--- config.mk ---
export PLATFORM = sky130hd
export DESIGN_NAME = lcd_driver
export DESIGN_NICKNAME = d
export VERILOG_FILES = /design/src/rtl/lcd_pkg.sv /design/src/rtl/lcd_xfer.sv /design/src/rtl/lcd_driver.sv
export SDC_FILE = /design/constraint.sdc
export NUM_CORES = 1
export LEC_CHECK = 0
export BUFFER_PORTS_ARGS = -buffer_cell sky130_fd_sc_hd__buf_2
export CORE_MARGIN = 4
export CORE_UTILIZATION = 30
export CTS_BUF_LIST = sky130_fd_sc_hd__clkbuf_4 sky130_fd_sc_hd__clkbuf_8 sky130_fd_sc_hd__clkbuf_16
export DETAILED_ROUTE_END_ITERATION = 12
export PLACE_DENSITY = 0.54
export SYNTH_ARGS = -nofsm -noshare
export SYNTH_HDL_FRONTEND = slang
export SYNTH_SLANG_ARGS = --single-unit
export TNS_END_PERCENT = 100
--- constraint.sdc ---
create_clock -name clk -period 6.3 [get_ports clk]
set_clock_uncertainty 0.1 [all_clocks]
set_input_delay 0.63 -clock clk [delete_from_list [all_inputs] [get_ports clk]]
set_output_delay 0.63 -clock clk [all_outputs]
set_load 0.005 [all_outputs]
--- src/rtl/lcd_pkg.sv ---
// Command codes, state encodings and the power-up command table for the HD44780 driver.
package lcd_pkg;

  localparam logic [7:0] LCD_FUNC_SET = 8'h38;
  localparam logic [7:0] LCD_DISP_ON  = 8'h0C;
  localparam logic [7:0] LCD_CLEAR    = 8'h01;
  localparam logic [7:0] LCD_ENTRY    = 8'h06;
  localparam logic [7:0] LCD_LINE1    = 8'h80;
  localparam logic [7:0] LCD_LINE2    = 8'hC0;

  typedef enum logic [1:0] {ST_PWR, ST_INIT, ST_IDLE, ST_FRAME} lcd_state_t;
  typedef enum logic [1:0] {XF_IDLE, XF_SETUP, XF_PULSE, XF_HOLD} xfer_state_t;

  function automatic logic [7:0] init_cmd(input logic [1:0] idx);
    case (idx)
      2'd0:    return LCD_FUNC_SET;
      2'd1:    return LCD_DISP_ON;
      2'd2:    return LCD_CLEAR;
      default: return LCD_ENTRY;
    endcase
  endfunction

endpackage

--- src/rtl/lcd_xfer.sv ---
// One-byte HD44780 write: SETUP (2 clk), EN pulse, then a hold that is longer after a clear.
// o_done is high in the last hold cycle; a start in that cycle chains the next byte with no gap.
module lcd_xfer
  import lcd_pkg::*;
#(
  parameter int unsigned EN_CYCLES  = 16,
  parameter int unsigned CMD_WAIT   = 2000,
  parameter int unsigned CLEAR_WAIT = 82000
) (
  input  logic       clk,
  input  logic       reset,
  input  logic       i_start,
  input  logic       i_rs,
  input  logic [7:0] i_data,
  output logic       o_done,
  output logic       o_rs,
  output logic [7:0] o_data,
  output logic       o_en
);

  xfer_state_t r_state;
  logic [31:0] r_cnt;
  logic        r_done;
  logic        r_en;
  logic        r_rs;
  logic [7:0]  r_data;
  logic [31:0] w_hold;

  assign w_hold = (!r_rs && (r_data == LCD_CLEAR)) ? CLEAR_WAIT : CMD_WAIT;

  always_ff @(posedge clk) begin
    if (reset) begin
      r_state <= XF_IDLE;
      r_cnt   <= '0;
      r_done  <= 1'b0;
      r_en    <= 1'b0;
      r_rs    <= 1'b0;
      r_data  <= '0;
    end else begin
      r_done <= 1'b0;
      case (r_state)
        XF_IDLE: begin
          if (i_start) begin
            r_state <= XF_SETUP;
            r_cnt   <= '0;
            r_rs    <= i_rs;
            r_data  <= i_data;
          end
        end
        XF_SETUP: begin
          if (r_cnt == 32'd1) begin
            r_state <= XF_PULSE;
            r_cnt   <= '0;
            r_en    <= 1'b1;
          end else begin
            r_cnt <= r_cnt + 32'd1;
          end
        end
        XF_PULSE: begin
          if (r_cnt == EN_CYCLES - 1) begin
            r_state <= XF_HOLD;
            r_cnt   <= '0;
            r_en    <= 1'b0;
            r_done  <= (w_hold == 32'd1);
          end else begin
            r_cnt <= r_cnt + 32'd1;
          end
        end
        default: begin
          // RS/DATA stay put through the hold and after it, until the next start.
          if (r_cnt == w_hold - 32'd1) begin
            r_cnt <= '0;
            if (i_start) begin
              r_state <= XF_SETUP;
              r_rs    <= i_rs;
              r_data  <= i_data;
            end else begin
              r_state <= XF_IDLE;
            end
          end else begin
            r_cnt  <= r_cnt + 32'd1;
            r_done <= (r_cnt == w_hold - 32'd2);
          end
        end
      endcase
    end
  end

  assign o_done = r_done;
  assign o_rs   = r_rs;
  assign o_data = r_data;
  assign o_en   = r_en;

endmodule

--- src/rtl/lcd_driver.sv ---
// Powers up a 16x2 HD44780, then writes a snapshot of the 32-byte ASCII frame on each UpdateLCD.
// Define LCD_CLEAR_ON_UPDATE_EN to prefix every frame with a clear command.
module lcd_driver
  import lcd_pkg::*;
#(
  parameter int unsigned EN_CYCLES  = 16,
  parameter int unsigned CMD_WAIT   = 2000,
  parameter int unsigned CLEAR_WAIT = 82000,
  parameter int unsigned PWR_WAIT   = 750000
) (
  input  logic       clk,
  input  logic       reset,
  input  logic [7:0] ASCII [0:31],
  input  logic       UpdateLCD,
  output logic       LCDBusy,
  output logic [7:0] LCD_DATA,
  output logic       LCD_RS,
  output logic       LCD_RW,
  output logic       LCD_EN,
  output logic       LCD_ON,
  output logic       LCD_BLON
);

`ifdef LCD_CLEAR_ON_UPDATE_EN
  localparam logic [5:0] FRAME_OFS = 6'd1;
`else
  localparam logic [5:0] FRAME_OFS = 6'd0;
`endif
  localparam logic [5:0] FRAME_LAST = 6'd33 + FRAME_OFS;

  lcd_state_t  r_state;
  logic [31:0] r_cnt;
  logic [5:0]  r_idx;
  logic        r_pend;
  logic        r_busy;
  logic [7:0]  r_buf [0:31];

  logic        w_done;
  logic        w_start;
  logic        w_rs;
  logic [7:0]  w_data;
  logic [5:0]  w_sel;
  logic [5:0]  w_j;
  logic [4:0]  w_b1;
  logic [4:0]  w_b2;

  // w_sel is the index of the byte being launched by w_start this cycle.
  always_comb begin
    w_start = 1'b0;
    w_sel   = r_idx + 6'd1;
    case (r_state)
      ST_PWR: begin
        w_start = (r_cnt == PWR_WAIT - 1);
        w_sel   = 6'd0;
      end
      ST_INIT:  w_start = w_done && (r_idx != 6'd3);
      ST_IDLE: begin
        w_start = UpdateLCD || r_pend;
        w_sel   = 6'd0;
      end
      default:  w_start = w_done && (r_idx != FRAME_LAST);
    endcase
  end

  assign w_j  = w_sel - FRAME_OFS;
  assign w_b1 = 5'(w_j - 6'd1);
  assign w_b2 = 5'(w_j - 6'd2);

  always_comb begin
    w_rs   = 1'b0;
    w_data = LCD_LINE1;
    if (r_state == ST_PWR || r_state == ST_INIT) begin
      w_data = init_cmd(w_sel[1:0]);
    end else if ((FRAME_OFS != 6'd0) && (w_sel == 6'd0)) begin
      w_data = LCD_CLEAR;
    end else if (w_j == 6'd0) begin
      w_data = LCD_LINE1;
    end else if (w_j <= 6'd16) begin
      w_rs   = 1'b1;
      w_data = r_buf[w_b1];
    end else if (w_j == 6'd17) begin
      w_data = LCD_LINE2;
    end else begin
      w_rs   = 1'b1;
      w_data = r_buf[w_b2];
    end
  end

  always_ff @(posedge clk) begin
    if (reset) begin
      r_state <= ST_PWR;
      r_cnt   <= '0;
      r_idx   <= '0;
      r_pend  <= 1'b0;
      r_busy  <= 1'b1;
    end else begin
      case (r_state)
        ST_PWR: begin
          r_pend <= r_pend | UpdateLCD;
          if (w_start) begin
            r_state <= ST_INIT;
            r_idx   <= '0;
          end else begin
            r_cnt <= r_cnt + 32'd1;
          end
        end
        ST_INIT, ST_FRAME: begin
          r_pend <= r_pend | UpdateLCD;
          if (w_done) begin
            if (w_start) begin
              r_idx <= r_idx + 6'd1;
            end else begin
              // Keep busy high through the one IDLE cycle if another frame is queued.
              r_state <= ST_IDLE;
              r_busy  <= r_pend | UpdateLCD;
            end
          end
        end
        default: begin
          r_busy <= w_start;
          if (w_start) begin
            r_state <= ST_FRAME;
            r_idx   <= '0;
            r_pend  <= 1'b0;
          end
        end
      endcase
    end
  end

  always_ff @(posedge clk) begin
    if (w_start && (r_state == ST_IDLE)) begin
      r_buf <= ASCII;
    end
  end

  lcd_xfer #(
    .EN_CYCLES (EN_CYCLES),
    .CMD_WAIT  (CMD_WAIT),
    .CLEAR_WAIT(CLEAR_WAIT)
  ) u_xfer (
    .clk    (clk),
    .reset  (reset),
    .i_start(w_start),
    .i_rs   (w_rs),
    .i_data (w_data),
    .o_done (w_done),
    .o_rs   (LCD_RS),
    .o_data (LCD_DATA),
    .o_en   (LCD_EN)
  );

  assign LCDBusy  = r_busy;
  assign LCD_RW   = 1'b0;
  assign LCD_ON   = 1'b1;
  assign LCD_BLON = 1'b1;

endmodule

==> flow_summary.yaml <==
run_status:
  run_status: "finished, final reports clean"
synthesis:
  synth_top_flop_cell: "edfxtp_1"
  yosysWarningCount: 0
  synth-compound-area-share_pct: 6.26
  synth_mux_area_share_pct: 15.7
  netlist-cell-type-count: 79
  fraction_of_registers_with_async_set_or_reset_after_synthesis_pct: 0
  synth.top_cell.area_share_pct: 49.4
  netlist.top_cell.by_area: "edfxtp_1"
  post_synth_instance_area_um2: 15600
  postSynthAreaPerCell_um2: 14.4
  ys_seq_elements: 343
  synth_top_family_by_area: "multiplexers"
  count_of_flip_flops_with_a_built_in_enable_after_synthesis: 256
  synthSimpleGateAreaFrac_pct: 10.2
  post_synth_fa_ha_maj_area_fraction_pct: 1.21
  synth_seq_area_share_pct: 60.5
  synth.area.top_cells: "edfxtp_1, mux4_2, dfxtp_1"
  synth_xor_xnor_area_share_pct: 3.82
  postSynthCellCount: 1085
global_routing:
  initial_antenna_violation_count: 7
  number_of_global_route_vias_before_repair: 10500
  grt_max_degree: 177
  grtUsageTotal_pct: 14.6
  grt_pass1_wl_mm: 63.5
  grt-ovfl-total: 0
cells_and_area:
  post_route_cells_drive_above_1_share_pct: 33.3
  final_area_um2: 19000
  most_common_cell_after_layout_fill_and_taps_aside: "buf_2"
  final_nets: 1619
  synthToLayoutAreaGrowth_pct: 21.7
  most-common-layout-cells: "buf_2, edfxtp_1, nor2_1"
cts:
  clock_tree.htree_level_count: 2
  clk_root_buffer_cell: "clkbuf_16"
  tritoncts: "done"
  cts.sinks: 343
  cts_repair_resize_count: 0
  clock_latency_on_the_worst_skew_pair_ns: 0.54
  clk_pin_slew_worst_setup_hold_paths_ns: 0.06
  post_cts.repair.setup_buffers: 0
  cts_inserted_buffers: 38
  cts.path.max_buffers: 3
  postCtsHoldBufs: 0
setup_path:
  critPathLaunchType: "register"
  worst-path-max-fanout: 67
  crit_arrival_ns: 5.08
  timing.setup.critical_path_class: "register to register"
  cp.required_ns: 6.60
  crit_path_end_kind: "register"
placement:
  number_of_i_o_port_buffers: 269
  globalplace.congestion: 0.802
  detailedPlacementHpwl_mm: 30.3
  post_dp_cell_area_um2: 17600
routing:
  drt_drc_violations_left: 0
  wl_per_cell_um: 20.4
  drt_first_iter_violations: 740
  wl_mm: 42.1
  route.detailed.vias_per_inst: 4.96
  ant_nets: 0
  detailedRoute.firstPassIterationCount: 5
  num_vias: 10200
sta:
  slew-limit-headroom_pct: 16.2
  rsz0062_at_grt: "no"
  period_share_pct: 75.9
  number_of_pins_with_negative_max_slew_slack_in_the_final_report: 0
  hold_violations_final: 0
  fin_setup_tns_ns: 0
  setup_violations: 0
  clock.fmax_ghz: 0.209
  timing_worst_slew_pin_value_ns: 1.25
  final_period_minus_worst_setup_slack_ns: 4.78
floorplan:
  die_width_um: 236
  die_y_um: 236
  floorplan.io_pins: 273
  coreArea_um2: 51300
  floorplan.initialDensity_pct: 30.4
  floorplan_die_area_um2: 55600
  placement_rows: 83
pwr:
  power_per_cell_area_nw_per_um2: 261
  max-vdd-ir-drop_uv: 227
  power.leakage_nw: 6.46
job:
  maxCapViolCount: 0
hold_path:
  hold_path_class: "input pin to register"
kinds of logic (layout without fill, tap and decap cells):
group	after synthesis	after routing
other cells	2	6
mux	137	137
xor+xnor	67	67
simple gates	323	323
buf+inv	74	362
fa+ha+maj	15	15
flops	343	343
compound gates	124	124
per-stage QoR:
stage                     std cells  util (%)  hold WS (ns)  power [mW]  setup slack, ns
after floorplan                1086         -         0.358        2.58            0.840
after global placement         1984      34.3         0.355        2.68             1.59
after detailed placement       1984      34.3         0.372        2.68             1.50
after CTS                      2053      36.9         0.131        5.00             1.46
after global routing           2054      36.9         0.136        5.12             1.15
final                          2057      36.9         0.160        4.94             1.52
flip-flops by register name, indices dropped and copies added (netlist names):
name and flops:
u_xfer.r_cnt 32, r_pend 1, r_cnt 32, u_xfer.o_rs 1, r_buf 256, r_idx 6
u_xfer.o_data 8, u_xfer.o_en 1, u_xfer.o_done 1, r_state 2, u_xfer.r_state 2, LCDBusy 1
layout make-up:
type                       instances  area [um^2]
timing repair buffer             278         1430
antenna                            3         7.51
multi-input combinational        669         5860
sequential                       343         9430
clock buffer                      48         1050
fill                            4926        32300
clock inverter                    21          267
inverter                          15         60.1
tap                              680          851
layer usage:
metal / vias up / part of all wire, % / GRT usage, %
met3: 59 / 6.1 / 3.32
met2: 314 / 49 / 25.0
met4: 6 / 2.4 / 3.95
met5: - / 0.083 / 0
li1: 4764 / - / -
met1: 5065 / 42 / 18.8
power by group:
part / switching (mW) / total [mW] / internal [mW] / leakage (nW)
clock network: 0.911 / 2.31 / 1.40 / 0.644
registers: 0.0109 / 2.45 / 2.43 / 3.00
logic: 0.0987 / 0.186 / 0.0873 / 2.82
total: 1.02 / 4.94 / 3.92 / 6.46
Yosys cell counts, drive strengths merged (12+ instances only):
master,n
edfxtp,256
nor2,101
dfxtp,87
mux4,83
nand2,75
mux2i,50
xnor2,40
buf,30
clkbuf,29
nand3,29
xor2,27
a21oi,24
nor3,22
nor4,18
a221oi,16
and3,15
ha,15
inv,14
nand4,14
o21ai,12
critical path, stage by stage, from the launching register on:
cell,delay (ns)
dfxtp_2,0.72
ha_1,0.32
nand2_2,0.53
ha_4,1.19
nor2b_2,0.41
a221oi_1,0.38
a21oi_1,0.07
mux4_1,0.58
a22oi_1,0.21
a311oi_1,0.11
final timing paths:
check             slack, ns                       endpoint  depth (start not counted)                   from
hold / removal         0.16           r_buf[220]$_DFFE_PP_                          1             ASCII[220]
setup / recovery       1.52  u_xfer.o_data[1]$_SDFFE_PP0P_                          9  r_idx[0]$_SDFFE_PP0P_
hold reg to reg        0.38           LCDBusy$_SDFFE_PP1P_                          2   LCDBusy$_SDFFE_PP1P_
setup reg to reg       1.52  u_xfer.o_data[1]$_SDFFE_PP0P_                          9  r_idx[0]$_SDFFE_PP0P_
Power figures use the tool's default switching activity.
